### src/rtl/sigma_tile_irq_pkg.sv
// sigma_tile_irq_pkg: shared constants and types for the tile interrupt adapter.
// Latency: n/a (declarations only).
// Backpressure: n/a.
package sigma_tile_irq_pkg;

    // Register offsets, decoded on addr[7:0]
    localparam logic [7:0] ADDR_PENDING = 8'h00;   // read; write-1-to-clear
    localparam logic [7:0] ADDR_MASK    = 8'h04;   // read/write, 1 = line enabled
    localparam logic [7:0] ADDR_SET     = 8'h08;   // write-only, reads 0
    localparam logic [7:0] ADDR_STATUS  = 8'h0C;   // read {state, active code}

    typedef enum logic {
        ST_IDLE     = 1'b0,
        ST_WAIT_ACK = 1'b1
    } irq_state_e;

endpackage

### src/rtl/MemSplit32.sv
// MemSplit32: simple split request/response register bus, 32-bit address and data.
// Latency: defined by the slave; ack is same-cycle, read response follows separately.
// Backpressure: none; the slave acknowledges every request.
interface MemSplit32;
    logic        req;
    logic        we;
    logic [31:0] addr;
    logic [31:0] wdata;
    logic        ack;
    logic        resp;
    logic [31:0] rdata;

    modport Slave  (input  req, we, addr, wdata, output ack, resp, rdata);
    modport Master (output req, we, addr, wdata, input  ack, resp, rdata);
endinterface

### src/rtl/irq_prio_enc.sv
// irq_prio_enc: lowest-index-first priority encoder.
// Latency: combinational.
// Backpressure: n/a.
// Ports: vec_i - request vector; vld_o - any bit set; idx_o - index of the lowest set bit (0 when none).
module irq_prio_enc #(
    parameter int IRQ_NUM_POW = 4
) (
    input  logic [2**IRQ_NUM_POW-1:0] vec_i,
    output logic                      vld_o,
    output logic [IRQ_NUM_POW-1:0]    idx_o
);
    localparam int N = 2**IRQ_NUM_POW;

    always_comb begin
        vld_o = |vec_i;
        idx_o = '0;
        // Scan downward so the lowest set index is the last one written.
        for (int i = N - 1; i >= 0; i--) begin
            if (vec_i[i]) begin
                idx_o = IRQ_NUM_POW'(i);
            end
        end
    end
endmodule

### src/rtl/irq_adapter.sv
// irq_adapter: collects edge, timer and software interrupts into PENDING and presents one request at a time to the core.
// Latency: line edge sampled -> pending next cycle -> core_irq_req_o the cycle after; host reads respond one cycle after req.
// Backpressure: a request is held stable until core_irq_ack_i; new events keep accumulating in PENDING meanwhile.
// Ports: clk_i/rst_i clock and async active-high reset; host register bus (PENDING/MASK/SET/STATUS);
//        irq_bi level lines; irq_timer_i timer pulse; sgi_req_i/sgi_code_bi software interrupt;
//        core_irq_req_o/core_irq_code_bo/core_irq_ack_i request handshake to the core.
module irq_adapter #(
    parameter int IRQ_NUM_POW = 4,
    parameter int TIMER_LINE  = 0
) (
    input  logic                        clk_i,
    input  logic                        rst_i,
    MemSplit32.Slave                    host,
    input  logic [2**IRQ_NUM_POW-1:0]   irq_bi,
    input  logic                        irq_timer_i,
    input  logic                        sgi_req_i,
    input  logic [IRQ_NUM_POW-1:0]      sgi_code_bi,
    output logic                        core_irq_req_o,
    output logic [IRQ_NUM_POW-1:0]      core_irq_code_bo,
    input  logic                        core_irq_ack_i
);
    import sigma_tile_irq_pkg::*;

    localparam int N = 2**IRQ_NUM_POW;

    logic [N-1:0]           pending_q, pending_d;
    logic [N-1:0]           mask_q, mask_d;
    logic [N-1:0]           irq_prev_q;
    irq_state_e             state_q, state_d;
    logic                   req_q, req_d;
    logic [IRQ_NUM_POW-1:0] code_q, code_d;
    logic                   resp_q;
    logic [31:0]            rdata_q, rdata_d;

    logic [7:0]             reg_addr;
    logic                   wr_en;
    logic                   rd_en;
    logic                   ack_take;
    logic [N-1:0]           set_vec;
    logic [N-1:0]           clr_vec;
    logic [N-1:0]           active_vec;
    logic                   enc_vld;
    logic [IRQ_NUM_POW-1:0] enc_idx;
    logic                   unused_host_bits;

    assign reg_addr = host.addr[7:0];
    assign wr_en    = host.req &  host.we;
    assign rd_en    = host.req & ~host.we;
    // Acks arriving while idle are ignored.
    assign ack_take = (state_q == ST_WAIT_ACK) & core_irq_ack_i;

    // Only addr[7:0] is decoded and only the low N wdata bits map to lines.
    assign unused_host_bits = ^{host.addr[31:8], host.wdata};

    // ------------------------------------------------------------------
    // Pending / mask update. Set sources are OR-ed after the clear so a
    // coinciding set always wins over an ack or write-1-to-clear.
    // ------------------------------------------------------------------
    always_comb begin
        set_vec = irq_bi & ~irq_prev_q;
        if (irq_timer_i) begin
            set_vec[TIMER_LINE] = 1'b1;
        end
        if (sgi_req_i) begin
            set_vec[sgi_code_bi] = 1'b1;
        end
        if (wr_en && (reg_addr == ADDR_SET)) begin
            set_vec = set_vec | host.wdata[N-1:0];
        end

        clr_vec = '0;
        if (wr_en && (reg_addr == ADDR_PENDING)) begin
            clr_vec = host.wdata[N-1:0];
        end
        // Clears whatever is at the latched code, even if it was already
        // cleared or masked while the request was outstanding.
        if (ack_take) begin
            clr_vec[code_q] = 1'b1;
        end
    end

    assign pending_d  = (pending_q & ~clr_vec) | set_vec;
    assign mask_d     = (wr_en && (reg_addr == ADDR_MASK)) ? host.wdata[N-1:0] : mask_q;
    assign active_vec = pending_q & mask_q;

    irq_prio_enc #(
        .IRQ_NUM_POW (IRQ_NUM_POW)
    ) u_prio_enc (
        .vec_i (active_vec),
        .vld_o (enc_vld),
        .idx_o (enc_idx)
    );

    // ------------------------------------------------------------------
    // Request FSM: next-state logic
    // ------------------------------------------------------------------
    always_comb begin
        state_d = state_q;
        case (state_q)
            ST_IDLE: begin
                if (enc_vld) begin
                    state_d = ST_WAIT_ACK;
                end
            end
            ST_WAIT_ACK: begin
                if (core_irq_ack_i) begin
                    state_d = ST_IDLE;
                end
            end
            default: state_d = ST_IDLE;
        endcase
    end

    // ------------------------------------------------------------------
    // Request FSM: outputs. The code is latched on entry to WAIT_ACK and
    // kept afterwards so STATUS shows the last serviced line.
    // ------------------------------------------------------------------
    always_comb begin
        req_d  = req_q;
        code_d = code_q;
        case (state_q)
            ST_IDLE: begin
                req_d = 1'b0;
                if (enc_vld) begin
                    req_d  = 1'b1;
                    code_d = enc_idx;
                end
            end
            ST_WAIT_ACK: begin
                if (core_irq_ack_i) begin
                    req_d = 1'b0;
                end
            end
            default: req_d = 1'b0;
        endcase
    end

    // ------------------------------------------------------------------
    // Host read mux (sampled into rdata_q, returned one cycle later)
    // ------------------------------------------------------------------
    always_comb begin
        rdata_d = '0;
        case (reg_addr)
            ADDR_PENDING: rdata_d = 32'(pending_q);
            ADDR_MASK:    rdata_d = 32'(mask_q);
            ADDR_STATUS:  rdata_d = 32'({state_q == ST_WAIT_ACK, code_q});
            default:      rdata_d = '0;
        endcase
    end

    // ------------------------------------------------------------------
    // State registers
    // ------------------------------------------------------------------
    always_ff @(posedge clk_i or posedge rst_i) begin
        if (rst_i) begin
            state_q <= ST_IDLE;
        end else begin
            state_q <= state_d;
        end
    end

    always_ff @(posedge clk_i or posedge rst_i) begin
        if (rst_i) begin
            pending_q  <= '0;
            mask_q     <= '0;
            irq_prev_q <= '0;
            req_q      <= 1'b0;
            code_q     <= '0;
            resp_q     <= 1'b0;
            rdata_q    <= '0;
        end else begin
            pending_q  <= pending_d;
            mask_q     <= mask_d;
            irq_prev_q <= irq_bi;
            req_q      <= req_d;
            code_q     <= code_d;
            resp_q     <= rd_en;
            if (rd_en) begin
                rdata_q <= rdata_d;
            end
        end
    end

    assign host.ack         = host.req;
    assign host.resp        = resp_q;
    assign host.rdata       = rdata_q;
    assign core_irq_req_o   = req_q;
    assign core_irq_code_bo = code_q;

endmodule

### src/flat_wrapper.sv
// flat-port wrapper written by rule: the top's interface ports become plain ports
module irq_adapter_flat import sigma_tile_irq_pkg::*;
#(
    parameter int IRQ_NUM_POW = 4,
    parameter int TIMER_LINE  = 0
)
  (clk_i, rst_i, irq_bi, irq_timer_i, sgi_req_i, sgi_code_bi, core_irq_req_o, core_irq_code_bo, core_irq_ack_i, host_req, host_we, host_addr, host_wdata, host_ack, host_resp, host_rdata);
  MemSplit32 host_i ();
  input  logic clk_i;
  input  logic rst_i;
  input  logic [2**IRQ_NUM_POW-1:0] irq_bi;
  input  logic irq_timer_i;
  input  logic sgi_req_i;
  input  logic [IRQ_NUM_POW-1:0] sgi_code_bi;
  output logic core_irq_req_o;
  output logic [IRQ_NUM_POW-1:0] core_irq_code_bo;
  input  logic core_irq_ack_i;
  input wire logic [$bits(host_i.req)-1:0] host_req;
  input wire logic [$bits(host_i.we)-1:0] host_we;
  input wire logic [$bits(host_i.addr)-1:0] host_addr;
  input wire logic [$bits(host_i.wdata)-1:0] host_wdata;
  output wire logic [$bits(host_i.ack)-1:0] host_ack;
  output wire logic [$bits(host_i.resp)-1:0] host_resp;
  output wire logic [$bits(host_i.rdata)-1:0] host_rdata;
  assign host_i.req = host_req;
  assign host_i.we = host_we;
  assign host_i.addr = host_addr;
  assign host_i.wdata = host_wdata;
  assign host_ack = host_i.ack;
  assign host_resp = host_i.resp;
  assign host_rdata = host_i.rdata;
  irq_adapter #(.IRQ_NUM_POW(IRQ_NUM_POW), .TIMER_LINE(TIMER_LINE)) u_core (.clk_i(clk_i), .rst_i(rst_i), .host(host_i), .irq_bi(irq_bi), .irq_timer_i(irq_timer_i), .sgi_req_i(sgi_req_i), .sgi_code_bi(sgi_code_bi), .core_irq_req_o(core_irq_req_o), .core_irq_code_bo(core_irq_code_bo), .core_irq_ack_i(core_irq_ack_i));
endmodule
### config.mk
export PLATFORM = sky130hd
export DESIGN_NAME = irq_adapter_flat
export DESIGN_NICKNAME = d
export VERILOG_FILES = /design/src/rtl/sigma_tile_irq_pkg.sv /design/src/rtl/MemSplit32.sv /design/src/rtl/irq_prio_enc.sv /design/src/rtl/irq_adapter.sv /design/src/flat_wrapper.sv
export SDC_FILE = /design/constraint.sdc
export NUM_CORES = 1
export LEC_CHECK = 0
export ABC_AREA = 1
export CAP_MARGIN = 20
export CORE_MARGIN = 5
export CORE_UTILIZATION = 42
export CTS_BUF_LIST = sky130_fd_sc_hd__clkbuf_8
export DETAILED_ROUTE_END_ITERATION = 7
export PLACE_DENSITY = 0.79
export SYNTH_ARGS = -nofsm -noshare
export SYNTH_HDL_FRONTEND = slang
export SYNTH_SLANG_ARGS = --single-unit
### constraint.sdc
create_clock -name clk_i -period 2.45 [get_ports clk_i]
set_clock_uncertainty 0.05 [all_clocks]
set_input_delay 0.49 -clock clk_i [delete_from_list [all_inputs] [get_ports clk_i]]
set_output_delay 0.49 -clock clk_i [all_outputs]
set_load 0.03 [all_outputs]
==> impl_metrics.yaml, run 1 <==
outcome:
  status: "finished with violations"
  failed_checks: "DRC"
synthesis:
  synth.distinct_cells: 30
  synth_warnings: 0
  syn_inst: 429
  yosysSeqAreaShare_pct: 49.43
  ys_ff_latch: 71
  avgSynthCellArea_um2: 8.379
  syn_area_um2: 3595
layout:
  final_nets: 599
  drive_gt1_share_pct: 7.407
  area_growth_pct: 28.61
  layout_common_cells: "nand2_1, clkdlybuf4s50_1, dfrtp_1, inv_1, nor2_1"
  layout_commonest_cell: "nand2_1"
  nFillCells: 769
  fin_area_um2: 4623
  n_antenna_cell: 0
critical_path:
  cp-endpoint: "host_ack"
  r2r-start: "u_core.pending_q[3]$_DFF_PP0_"
  critPathLaunchType: "input pin"
  crit_chain: "clkdlybuf4s50_1 > clkdlybuf4s50_1"
  critPathMaxFanout: 3
  crit_path_start: "host_req"
  critPathCaptureType: "output pin"
  reg2regPathDepth: 8
  critPathBufInv: 2
  slowest_delay_ps: 680
  worst-path-stages: 2
  critPathMostFrequentCell: "clkdlybuf4s50_1"
  timing.rr.end: "u_core.core_irq_code_bo[2]$_DFFE_PP0P_"
  cpLargestDelayFamily: "buffers and inverters"
  r2r_setup_slack_ps: 650
  critPathArrivalTime_ps: 1680
  required_ps: 1910
  critPathKind: "in -> out"
  slowest_stage: "clkdlybuf4s50_1"
die:
  die_height_um: 102.5
  die_area_um2: 10510
  start_util_pct: 43.53
  core_area_um2: 8258
  die_w_um: 102.5
  num_io_pins: 130
  core.rowCount: 33
clock_network:
  clkLatencyLatePin_ps: 350
  clockBufferDepth: 2
  cts-root-buf: "clkbuf_8"
  cts_tree: "yes"
  clkSinkCount: 71
  htreeDepth: 3
  path_clk_slew_ps: 70
  cts_setup_buffers: 0
  cts_resized: 0
  numCtsBuffers: 9
  cts-hold-fix-buffers: 0
sta:
  relSlewSlack_pct: 64.48
  setup_tns_ps: 0
  fmax_ghz: 0.4499
  tightest_slew_ps: 532.2
  period_share_pct: 90.72
  drv_slew: 0
  finalSetupViolCount: 0
  finalHoldViolCount: 0
  grt_setup_unrepaired: "no"
  post-route-min-period_ps: 2223
place:
  portBuffers: 73
  placed_area_um2: 4399
  finalWeightedCongestion: 0.9038
  dpl.hpwl_mm: 6.900
grt:
  antenna_found_initial: 0
  grt_max_degree: 56
  track_usage_pct: 18.01
  grt_pass1_wl_mm: 14.69
  grt_pass1_vias: 3086
  grt_overflow: 0
routing:
  wl_met2_mm: 4.215
  wl_met3_um: 713
  ant_nets: 0
  routed.top_layer: "met4"
  wl_per_cell_um: 14.70
  vias_per_cell: 5.157
  drt-total-wl_mm: 9.082
  firstDrtPassIters: 7
  drt-met1-wl_mm: 3.974
  vias: 3187
  drt_iter0_drc: 235
  drc: 1
pwr:
  leakage_nw: 2.239
  power_density_nw_per_um2: 651.0
  peakVddDrop_uv: 301.1
min_path:
  hp-class: "in -> async"
job:
  drv_cap: 0
flip-flops by register name (all words and copies together) (netlist names):
| signal | flops |
|---|---|
| u_core.host.rdata | 16 |
| u_core.pending_q | 16 |
| u_core.state_q | 1 |
| u_core.core_irq_code_bo | 4 |
| u_core.core_irq_req_o | 1 |
| u_core.host.resp | 1 |
| u_core.mask_q | 16 |
| u_core.irq_prev_q | 16 |
layout make-up:
type	instances	area, um2	share of cell area, %
flip-flops and latches	71	1777	38.43
inverters	56	210.2	4.547
repair buffers	81	803.3	17.37
multi-input cells	289	1478	31.96
clock buffers	11	151.4	3.275
well taps	105	131.4	2.842
clock inverters	5	72.57	1.570
cells by family (layout without fill, tap and decap cells):
logic type      after synthesis  in the layout  share of synthesized area [%]
simple gates                180            180                          21.44
buf+inv                      84            153                          11.03
flops                        71             71                          49.43
compound gates               93             93                          18.00
other cells                   1             16                         0.1043
metrics by stage:
step	power [mW]	setup WS [ps]	instances	hold WS, ps	utilization, %
finish	3.010	227.5	618	384.0	55.98
global route	3.150	198.0	618	409.1	55.98
CTS	3.025	224.3	618	385.3	55.98
detailed placement	1.991	176.4	602	419.9	53.27
global placement	1.971	245.1	602	417.0	53.27
floorplan	1.735	113.4	444	424.5	-
report_power, final:
group	internal (mW)	switching, mW	total [mW]
Sequential	1.26	0.0976	1.36
Combinational	0.241	0.383	0.624
Clock	0.620	0.410	1.03
Total	2.12	0.891	3.01
worst min path at each step:
stage,cells after the start,end,start,slack (ps)
3_3_place_gp,2,u_core.host.rdata[12]$_DFFE_PP0P_,u_core.host.rdata[12]$_DFFE_PP0P_,420
5_1_grt,2,u_core.irq_prev_q[0]$_DFF_PP0_,rst_i,410
2_1_floorplan,2,u_core.mask_q[1]$_DFFE_PP0P_,u_core.mask_q[1]$_DFFE_PP0P_,420
4_1_cts,2,u_core.irq_prev_q[0]$_DFF_PP0_,rst_i,390
3_5_place_dp,2,u_core.host.rdata[15]$_DFFE_PP0P_,u_core.host.rdata[15]$_DFFE_PP0P_,420
6_report,2,u_core.irq_prev_q[0]$_DFF_PP0_,rst_i,380
cells in the mapped netlist:
| cell | instances | area, um2 |
|---|---|---|
| o22ai_1 | 1 | 6.260 |
| nand3_1 | 12 | 60.06 |
| nor3_1 | 12 | 60.06 |
| a221oi_1 | 4 | 35.03 |
| nand2_4 | 2 | 22.52 |
| conb_1 | 1 | 3.750 |
| o21ai_0 | 31 | 155.2 |
| o2111ai_1 | 1 | 8.760 |
| or2_2 | 1 | 6.260 |
| a21oi_1 | 18 | 90.09 |
| buf_4 | 19 | 142.6 |
| or2_4 | 1 | 8.760 |
| o211ai_2 | 3 | 37.54 |
| a22o_1 | 10 | 87.58 |
| inv_1 | 56 | 210.2 |
| a31oi_1 | 1 | 6.260 |
| o221ai_2 | 4 | 60.06 |
| nand2_2 | 1 | 6.260 |
| dfrtp_1 | 71 | 1777 |
| o211ai_1 | 10 | 75.07 |
| buf_6 | 1 | 11.26 |
| o21a_1 | 1 | 7.510 |
| nor2_1 | 33 | 123.9 |
| nor2_4 | 1 | 11.26 |
| o31ai_1 | 1 | 7.510 |
| clkbuf_1 | 6 | 22.52 |
| o221ai_1 | 8 | 70.07 |
| nor2_8 | 2 | 40.04 |
| buf_2 | 2 | 10.01 |
| nand2_1 | 115 | 431.7 |
routing by layer:
layer | vias to the layer above | global-route usage, %
met5 | - | 0
li1 | 1541 | -
met3 | 23 | 3.180
met1 | 1482 | 24.08
met2 | 141 | 29.25
met4 | 0 | 6.963
(Power assumes the default switching activity.)
==> run 2: changes to the inputs <==
SLEW_MARGIN = 10   (was default)
==> results of run 2 <==
Same layout as run 1: the final DEF is identical, and so are final timing and power.
